**config.mk**
```make
export PLATFORM = sky130hd
export DESIGN_NAME = pcbfpga_cfg_cell
export DESIGN_NICKNAME = d
export VERILOG_FILES = /design/src/rtl/pcbfpga_cfg_pkg.sv /design/src/rtl/pcbfpga_cfg_chan.sv /design/src/rtl/pcbfpga_cfg_cell.sv
export SDC_FILE = /design/constraint.sdc
export NUM_CORES = 1
export LEC_CHECK = 0
export BUFFER_PORTS_ARGS = -buffer_cell sky130_fd_sc_hd__buf_2
export CORE_ASPECT_RATIO = 1.25
export CORE_MARGIN = 5
export CORE_UTILIZATION = 58
export CTS_CLUSTER_DIAMETER = 80
export DETAILED_ROUTE_END_ITERATION = 10
export PLACE_DENSITY = 0.76
export SLEW_MARGIN = 30
export SYNTH_ARGS = -nofsm -noshare
export SYNTH_HDL_FRONTEND = slang
export SYNTH_HIERARCHICAL = 1
export SYNTH_SLANG_ARGS = --single-unit
```
**constraint.sdc**
```tcl
create_clock -name CLK -period 4.8 [get_ports CLK]
set_input_delay 0.48 -clock CLK [delete_from_list [all_inputs] [get_ports CLK]]
set_output_delay 0.48 -clock CLK [all_outputs]
set_load 0.005 [all_outputs]
```
**src/rtl/pcbfpga_cfg_pkg.sv**
```systemverilog
// Shared types and constants for the serially configured LUT+FF cell.
// Latency: n/a (declarations only).
// Backpressure: n/a.
package pcbfpga_cfg_pkg;

    // Configuration loader states
    typedef enum logic [1:0] {
        ST_IDLE   = 2'd0,
        ST_SHIFT  = 2'd1,
        ST_COMMIT = 2'd2,
        ST_DONE   = 2'd3
    } cfg_state_t;

    // Per-channel flag bits, offsets relative to the top of the 2**K INIT field
    localparam int OFS_NO_ENABLE        = 0;
    localparam int OFS_HAS_RESET        = 1;
    localparam int OFS_ACTIVE_LOW_RESET = 2;
    localparam int OFS_REGISTERED       = 3;
    localparam int CHAN_FLAGS           = 4;

    // Total configuration bits for N channels of K-input LUTs
    function automatic int cfg_width(input int k, input int n);
        return n * ((2 ** k) + CHAN_FLAGS);
    endfunction

endpackage

```
**src/rtl/pcbfpga_cfg_chan.sv**
```systemverilog
// One K-input LUT followed by an optional enable/reset flop, selected by its config word.
// Latency: 0 cycles when combinational, 1 cycle when REGISTERED.
// Backpressure: none; output is a free-running fabric signal.
module pcbfpga_cfg_chan
    import pcbfpga_cfg_pkg::*;
#(
    parameter int K = 4
) (
    input  logic                        i_clk,
    input  logic                        i_rst,
    input  logic [(2**K)+CHAN_FLAGS-1:0] i_cfg,
    input  logic                        i_configured,
    input  logic                        i_commit,
    input  logic [K-1:0]                i_sel,
    input  logic                        i_en,
    input  logic                        i_frst,
    output logic                        o_f
);

    localparam int LUT_N = 2 ** K;

    logic [LUT_N-1:0] w_init;
    logic             w_lut;
    logic             w_no_en;
    logic             w_has_rst;
    logic             w_rst_low;
    logic             w_registered;
    logic             w_q_upd;
    logic             w_q_clr;
    logic             r_q;

    assign w_init       = i_cfg[LUT_N-1:0];
    assign w_lut        = w_init[i_sel];
    assign w_no_en      = i_cfg[LUT_N + OFS_NO_ENABLE];
    assign w_has_rst    = i_cfg[LUT_N + OFS_HAS_RESET];
    assign w_rst_low    = i_cfg[LUT_N + OFS_ACTIVE_LOW_RESET];
    assign w_registered = i_cfg[LUT_N + OFS_REGISTERED];

    // Fabric reset only acts on an enabled edge, so it behaves as a synchronous clear
    assign w_q_upd = i_configured & (i_en | w_no_en);
    assign w_q_clr = w_has_rst & (i_frst ^ w_rst_low);

    // Channel flop: cleared on commit so a new configuration starts from a known state
    always_ff @(posedge i_clk or posedge i_rst) begin
        if (i_rst) begin
            r_q <= 1'b0;
        end else if (i_commit) begin
            r_q <= 1'b0;
        end else if (w_q_upd) begin
            r_q <= w_q_clr ? 1'b0 : w_lut;
        end
    end

    assign o_f = i_configured & (w_registered ? r_q : w_lut);

endmodule

```
**src/rtl/pcbfpga_cfg_cell.sv**
```systemverilog
// N LUT+FF channels loaded through a serial shadow register, committed atomically.
// Latency: CFG_DONE rises CFG_W+2 cycles after CFG_START with CFG_EN held high.
// Backpressure: CFG_EN low stalls the load; old configuration keeps running until commit.
module pcbfpga_cfg_cell
    import pcbfpga_cfg_pkg::*;
#(
    parameter int K = 4,
    parameter int N = 2
) (
    input  logic           CLK,
    input  logic           RST,
    input  logic           CFG_START,
    input  logic           CFG_EN,
    input  logic           CFG_DI,
    output logic           CFG_DO,
    output logic           CFG_DONE,
    input  logic [N*K-1:0] I,
    input  logic [N-1:0]   EN,
    input  logic [N-1:0]   FRST,
    output logic [N-1:0]   F
);

    localparam int CFG_W = cfg_width(K, N);
    localparam int CH_W  = (2 ** K) + CHAN_FLAGS;
    localparam int CNT_W = $clog2(CFG_W + 1);

    cfg_state_t       r_state;
    cfg_state_t       w_state_nxt;
    logic [CNT_W-1:0] r_cnt;
    logic [CNT_W-1:0] w_cnt_inc;
    logic [CFG_W-1:0] r_shadow;
    logic [CFG_W-1:0] r_active;
    logic             r_configured;
    logic             r_done;
    logic             w_clr_cnt;
    logic             w_shift;
    logic             w_commit;

    assign w_cnt_inc = r_cnt + CNT_W'(1);

    // State register
    always_ff @(posedge CLK or posedge RST) begin
        if (RST) begin
            r_state <= ST_IDLE;
        end else begin
            r_state <= w_state_nxt;
        end
    end

    // Next state: a restart inside SHIFT wins over a shift in the same cycle
    always_comb begin
        w_state_nxt = r_state;
        case (r_state)
            ST_IDLE, ST_DONE: begin
                if (CFG_START) w_state_nxt = ST_SHIFT;
            end
            ST_SHIFT: begin
                if (!CFG_START && CFG_EN && (w_cnt_inc == CNT_W'(CFG_W)))
                    w_state_nxt = ST_COMMIT;
            end
            ST_COMMIT: w_state_nxt = ST_DONE;
            default:   w_state_nxt = ST_IDLE;
        endcase
    end

    // Per-state control strobes
    always_comb begin
        w_clr_cnt = 1'b0;
        w_shift   = 1'b0;
        w_commit  = 1'b0;
        case (r_state)
            ST_IDLE, ST_DONE: w_clr_cnt = CFG_START;
            ST_SHIFT: begin
                w_clr_cnt = CFG_START;
                w_shift   = !CFG_START && CFG_EN;
            end
            ST_COMMIT: w_commit = 1'b1;
            default: ;
        endcase
    end

    // Shadow shift register and qualified-bit counter
    always_ff @(posedge CLK or posedge RST) begin
        if (RST) begin
            r_cnt    <= '0;
            r_shadow <= '0;
        end else if (w_clr_cnt) begin
            r_cnt <= '0;
        end else if (w_shift) begin
            r_cnt    <= w_cnt_inc;
            r_shadow <= {r_shadow[CFG_W-2:0], CFG_DI};
        end
    end

    // Atomic transfer of the completed load into the live configuration
    always_ff @(posedge CLK or posedge RST) begin
        if (RST) begin
            r_active     <= '0;
            r_configured <= 1'b0;
        end else if (w_commit) begin
            r_active     <= r_shadow;
            r_configured <= 1'b1;
        end
    end

    // Done flag tracks the DONE state as a flop
    always_ff @(posedge CLK or posedge RST) begin
        if (RST) begin
            r_done <= 1'b0;
        end else begin
            r_done <= (w_state_nxt == ST_DONE);
        end
    end

    assign CFG_DONE = r_done;
    assign CFG_DO   = r_shadow[CFG_W-1];

    for (genvar c = 0; c < N; c++) begin : g_chan
        pcbfpga_cfg_chan #(.K(K)) u_chan (
            .i_clk        (CLK),
            .i_rst        (RST),
            .i_cfg        (r_active[c*CH_W +: CH_W]),
            .i_configured (r_configured),
            .i_commit     (w_commit),
            .i_sel        (I[c*K +: K]),
            .i_en         (EN[c]),
            .i_frst       (FRST[c]),
            .o_f          (F[c])
        );
    end

endmodule

```
**After elaboration in Yosys (flattened, before gate mapping)**

Index checks and enable logic that the tools add are counted.

- Flip-flop bits (word level): 92
- Output and inout port bits: 4
- Logic and storage cells: 57

- $add $sub $neg: 1
- $lt $le $gt $ge: 2
- Eq/ne operators: 5
- Multiplexer cells: 20
- Bitwise logic cells: 11
- Reductions and logical operators: 10

Operators by type and width:

| kind | count |
|---|---|
| $mux W1 | 13 |
| $mux W6 | 2 |
| $lt A4 B5 Y1 const B | 2 |
| $bmux W1 S4 | 2 |
| $add A6 B1 Y6 const B | 1 |
| $and A1 B1 Y1 | 6 |
| $eq A2 B2 Y1 const B | 3 |
| $eq A6 B6 Y1 const B | 1 |
| $pmux W2 S3 | 1 |
| $reduce_bool A2 Y1 | 3 |
| $mux W2 | 2 |
| $reduce_or A3 Y1 | 1 |
| $eq A2 B1 Y1 const B | 1 |
| $logic_and A1 B1 Y1 | 2 |
| $logic_not A2 Y1 | 1 |
| $or A1 B1 Y1 | 2 |
| $reduce_and A2 Y1 | 1 |
| $reduce_or A2 Y1 | 1 |
| $xor A1 B1 Y1 | 2 |
| $logic_not A1 Y1 | 1 |
| $not A1 Y1 | 1 |

**Depth between registers and ports, before layout**

- Depth after elaboration: 6
- Mapped depth: 7
- Depth with buffers taken out: 6

**By module**

Netlist, hierarchy kept.

By module, submodules not included:

| module | times used | cells an instance | area each (µm²) |
|---|---|---|---|
| pcbfpga_cfg_cell | 1 | 319 | 3557.2 |
| pcbfpga_cfg_chan | 2 | 28 | 265.3 |

**Worst setup path after synthesis**

Ideal clock, no wire load.

- Path kind: input to output
- Start point: input I[0]
- End point: output F[0]
- Data arrival time: 1564 ps
- Path slack: 2756 ps
- Stages on the path: 5
- Path buffers: 1
- Cells stage by stage: buf_6 > mux4_2 > nor2b_4 > a311oi_2 > o221ai_1

- Word-level cells in the longest chain between the ends: 4

Ends and longest elaborated chain:

| element | line | RTL |
|---|---|---|
| start, declared | pcbfpga_cfg_cell.sv:17 | `input logic [N*K-1:0] I,` |
| $bmux W1 S4 | pcbfpga_cfg_chan.sv:33 | `assign w_lut = w_init[i_sel];` |
| $mux W1 (not written as such) | pcbfpga_cfg_chan.sv:33 |  |
| $mux W1 | pcbfpga_cfg_chan.sv:54 | `assign o_f = i_configured & (w_registered ? r_q : w_lut);` |
| $and A1 B1 Y1 | pcbfpga_cfg_chan.sv:54 |  |
| end, declared | pcbfpga_cfg_cell.sv:20 | `output logic [N-1:0] F` |

Every way passes these cells. The select of a mux whose other input is x is not followed.

**Final worst setup path**

- Start point: register r_active[13]
- End point: output F[0]

- Word-level cells in the longest chain between the ends: 4

Ends and longest elaborated chain:

| element | line | RTL |
|---|---|---|
| start, declared | pcbfpga_cfg_cell.sv:32 | `logic [CFG_W-1:0] r_active;` |
| start signal, assigned | pcbfpga_cfg_cell.sv:101 | `r_active <= r_shadow;` |
| $bmux W1 S4 | pcbfpga_cfg_chan.sv:33 |  |
| $mux W1 (not written as such) | pcbfpga_cfg_chan.sv:33 |  |
| $mux W1 | pcbfpga_cfg_chan.sv:54 |  |
| $and A1 B1 Y1 | pcbfpga_cfg_chan.sv:54 |  |

Every way passes these cells. The select of a mux whose other input is x is not followed.

==> impl_metrics.toml <==
[status]
status = "finished, final reports clean"

[final_layout]
nets = 414
diodes = 0
fillers = 522
finish.utilization_pct = 64.7
drive_gt1_share_pct = 23.1
area_growth_pct = 9.73
design_area_um2 = 4490

[clock_tree]
clkSinkCount = 92
tritoncts = "yes"
clk_latency_ns = 0.35
clock_path_buffers = 2
clkSlewWorstSetupHoldPaths_ns = 0.09
numCtsBuffers = 9
htree_levels = 3
root_buffer = "clkbuf_8"

[floorplan]
start_util_pct = 58.9
coreArea_um2 = 6930
die_height_um = 104
dieArea_um2 = 8840
rows = 34
ios = 21
die_w_um = 85.1

[synth]
synth_area_um2 = 4090
ys_warn_count = 6
synth-seq-area-share_pct = 56.3
synth_edf_count = 0
avgSynthCellArea_um2 = 10.9
yosys.area.top_type = "dfrtp_1"
synth_fp_nets = 396
async_flop_share_pct = 100
netlist-cell-type-count = 34
synthTopCellsByArea = "dfrtp_1 56%, nand2_1 12%, mux2_2 12%"
synth_flop_cell = "dfrtp_1"
synth.top_cell.area_share_pct = 56.3
ys_seq_elements = 92
synthCells = 375

[grt]
gr-total-overflow = 0
grt_usage_pct = 18.4
grt_pass1_vias = 2824
antenna_found_initial = 0
grt_pass1_wl_um = 13300
grt_max_degree = 52

[sta]
finalHoldViolCount = 0
min_period_over_period_pct = 49.9
whs_ns = 0.313
setup_viol = 0
slew_headroom_pct = 54.6
worstMarginPinSlew_ns = 0.680
final.setup.tns_ns = 0
timing.fmax_mhz = 417
post-route-min-period_ns = 2.40
rsz0062_at_grt = "false"
slew_viol_final = 0
finClkSkew_ns = 0.0100

[routing]
drt_iter0_drc = 124
finalWirelength_um = 7310
drt_first_pass_iters = 4
vias_per_cell = 5.48
vias = 2674
drc = 0
wl_per_cell_um = 15.0
ant_nets = 0

[setup_path]
crit_chain = "mux4_2 -> nor2b_4 -> a311oi_2 -> o221ai_1 -> buf_2"
crit_slowest_cell = "mux4_2"
critical_path.max_fanout = 2
cp.required_ns = 4.32
worstSetupEndpointType = "primary output"
critPathMaxStageDelay_ns = 0.48
critical_path_class = "reg -> out"
crit_path_start_kind = "register"
critical_path_arrival_ns = 1.92

[place]
io_buffers = 20
gp_congestion = 0.821
placed_area_um2 = 4240
hpwl_um = 4800

[power]
ir_worst_vdd_v = 0.000233
p_leak_nw = 2.33
pwr_density_cell_nw_per_um2 = 332

[run]
cap_violations = 0

[hold_path]
hp-class = "in -> reg"
[placed cells by master (no fill, tap or decap), drive strengths merged, types with 3 or more instances in the layout]
cell,count
clkbuf,11
nor2,9
a21oi,4
a211oi,4
o221ai,4
inv,4
mux4,4
nand3,7
ha,4
nand3b,7
nand2,133
dfrtp,92
mux2,42
o21ai,13
xor2,3
mux2i,7
nor3b,4
buf,23
[cell usage after synthesis (all sizes together) (2+ instances only)]
cell type	number
nor2	9
nor3	2
and2	2
xor2	3
ha	4
mux2i	7
a311oi	2
nor2b	2
a21oi	4
o21ai	13
o221ai	4
nand3	7
mux4	4
nand3b	7
mux2	42
inv	5
buf	16
nand2	133
dfrtp	92
nor3b	4
a211oi	4
[sequential cells by signal, indices dropped and copies added (netlist names)]
signal and flops:
g_chan.u_chan/r_q 2, r_active 40, CFG_DONE 1, r_configured 1, r_cnt 6, r_shadow 40
r_state 2
[metrics by stage]
| stage | setup slack [ns] | instances | total power (W) |
|---|---|---|---|
| after floorplan | 1.98 | 375 | 0.000890 |
| after global placement | 2.49 | 471 | 0.000915 |
| after detailed placement | 2.42 | 471 | 0.000921 |
| after CTS | 2.40 | 488 | 0.00150 |
| after global routing | 2.31 | 488 | 0.00156 |
| final | 2.40 | 488 | 0.00149 |
[path summary, 6_finish.rpt]
path                                           from                          endpoint  slack [ns]  cells after the start
max                        r_active[13]$_DFFE_PP0P_                              F[0]        2.40                      5
min                                          CFG_DI           r_shadow[0]$_DFFE_PP0P_        0.31                      3
max reg2reg                    r_state[0]$_DFF_PP0_              r_cnt[3]$_DFFE_PP0P_        3.01                      6
min reg2reg                    r_cnt[5]$_DFFE_PP0P_              r_cnt[5]$_DFFE_PP0P_        0.49                      1
max in group asynchronous                       RST          r_shadow[35]$_DFFE_PP0P_        2.94                      4
min in group asynchronous                       RST  g_chan[0].u_chan/r_q$_DFFE_PP0P_        0.57                      3
[area by class of cell]
| class | instances | area, um2 | area share (%) |
|---|---|---|---|
| sequential | 92 | 2300 | 51.3 |
| multi-input combinational | 261 | 1680 | 37.5 |
| clock buffer | 11 | 151 | 3.38 |
| timing repair buffer | 24 | 133 | 2.96 |
| tap | 90 | 113 | 2.51 |
| clock inverter | 5 | 83.8 | 1.87 |
| inverter | 5 | 20.0 | 0.446 |
[power breakdown]
part           internal, W  switching [W]
registers         0.000803      0.0000239
clock network     0.000322       0.000262
logic            0.0000245      0.0000525
total              0.00115       0.000338
[kinds of logic (layout without fill, tap and decap cells)]
kind of cell,after synthesis,after routing,share of synthesized area [%]
compound gates,29,29,4.90
xor+xnor,3,3,0.643
fa+ha+maj,4,4,1.22
buf+inv,22,45,2.82
flops,92,92,56.3
mux,53,53,15.7
simple gates,172,172,18.4
[worst max-delay path, delay by kind of cell (launching register included)]
kind,cells,cell delay (ns)
compound gates,2,0.41
buf+inv,1,0.15
flops,1,0.40
mux,1,0.48
simple gates,1,0.14
[routing by layer]
metal / routed length [um] / global-route usage (%)
met5: 0 / 0
met4: 114 / 7.01
met3: 278 / 3.96
met2: 3650 / 29.3
met1: 3270 / 24.7
[repair_timing]
action / CTS / global route
buffers inserted: 0 / 0
resized for setup: 0 / 0
hold buffers: 1 / 0
endpoints found under the hold margin: 2 / 0
Note: power is estimated with default switching activity, not from simulation.
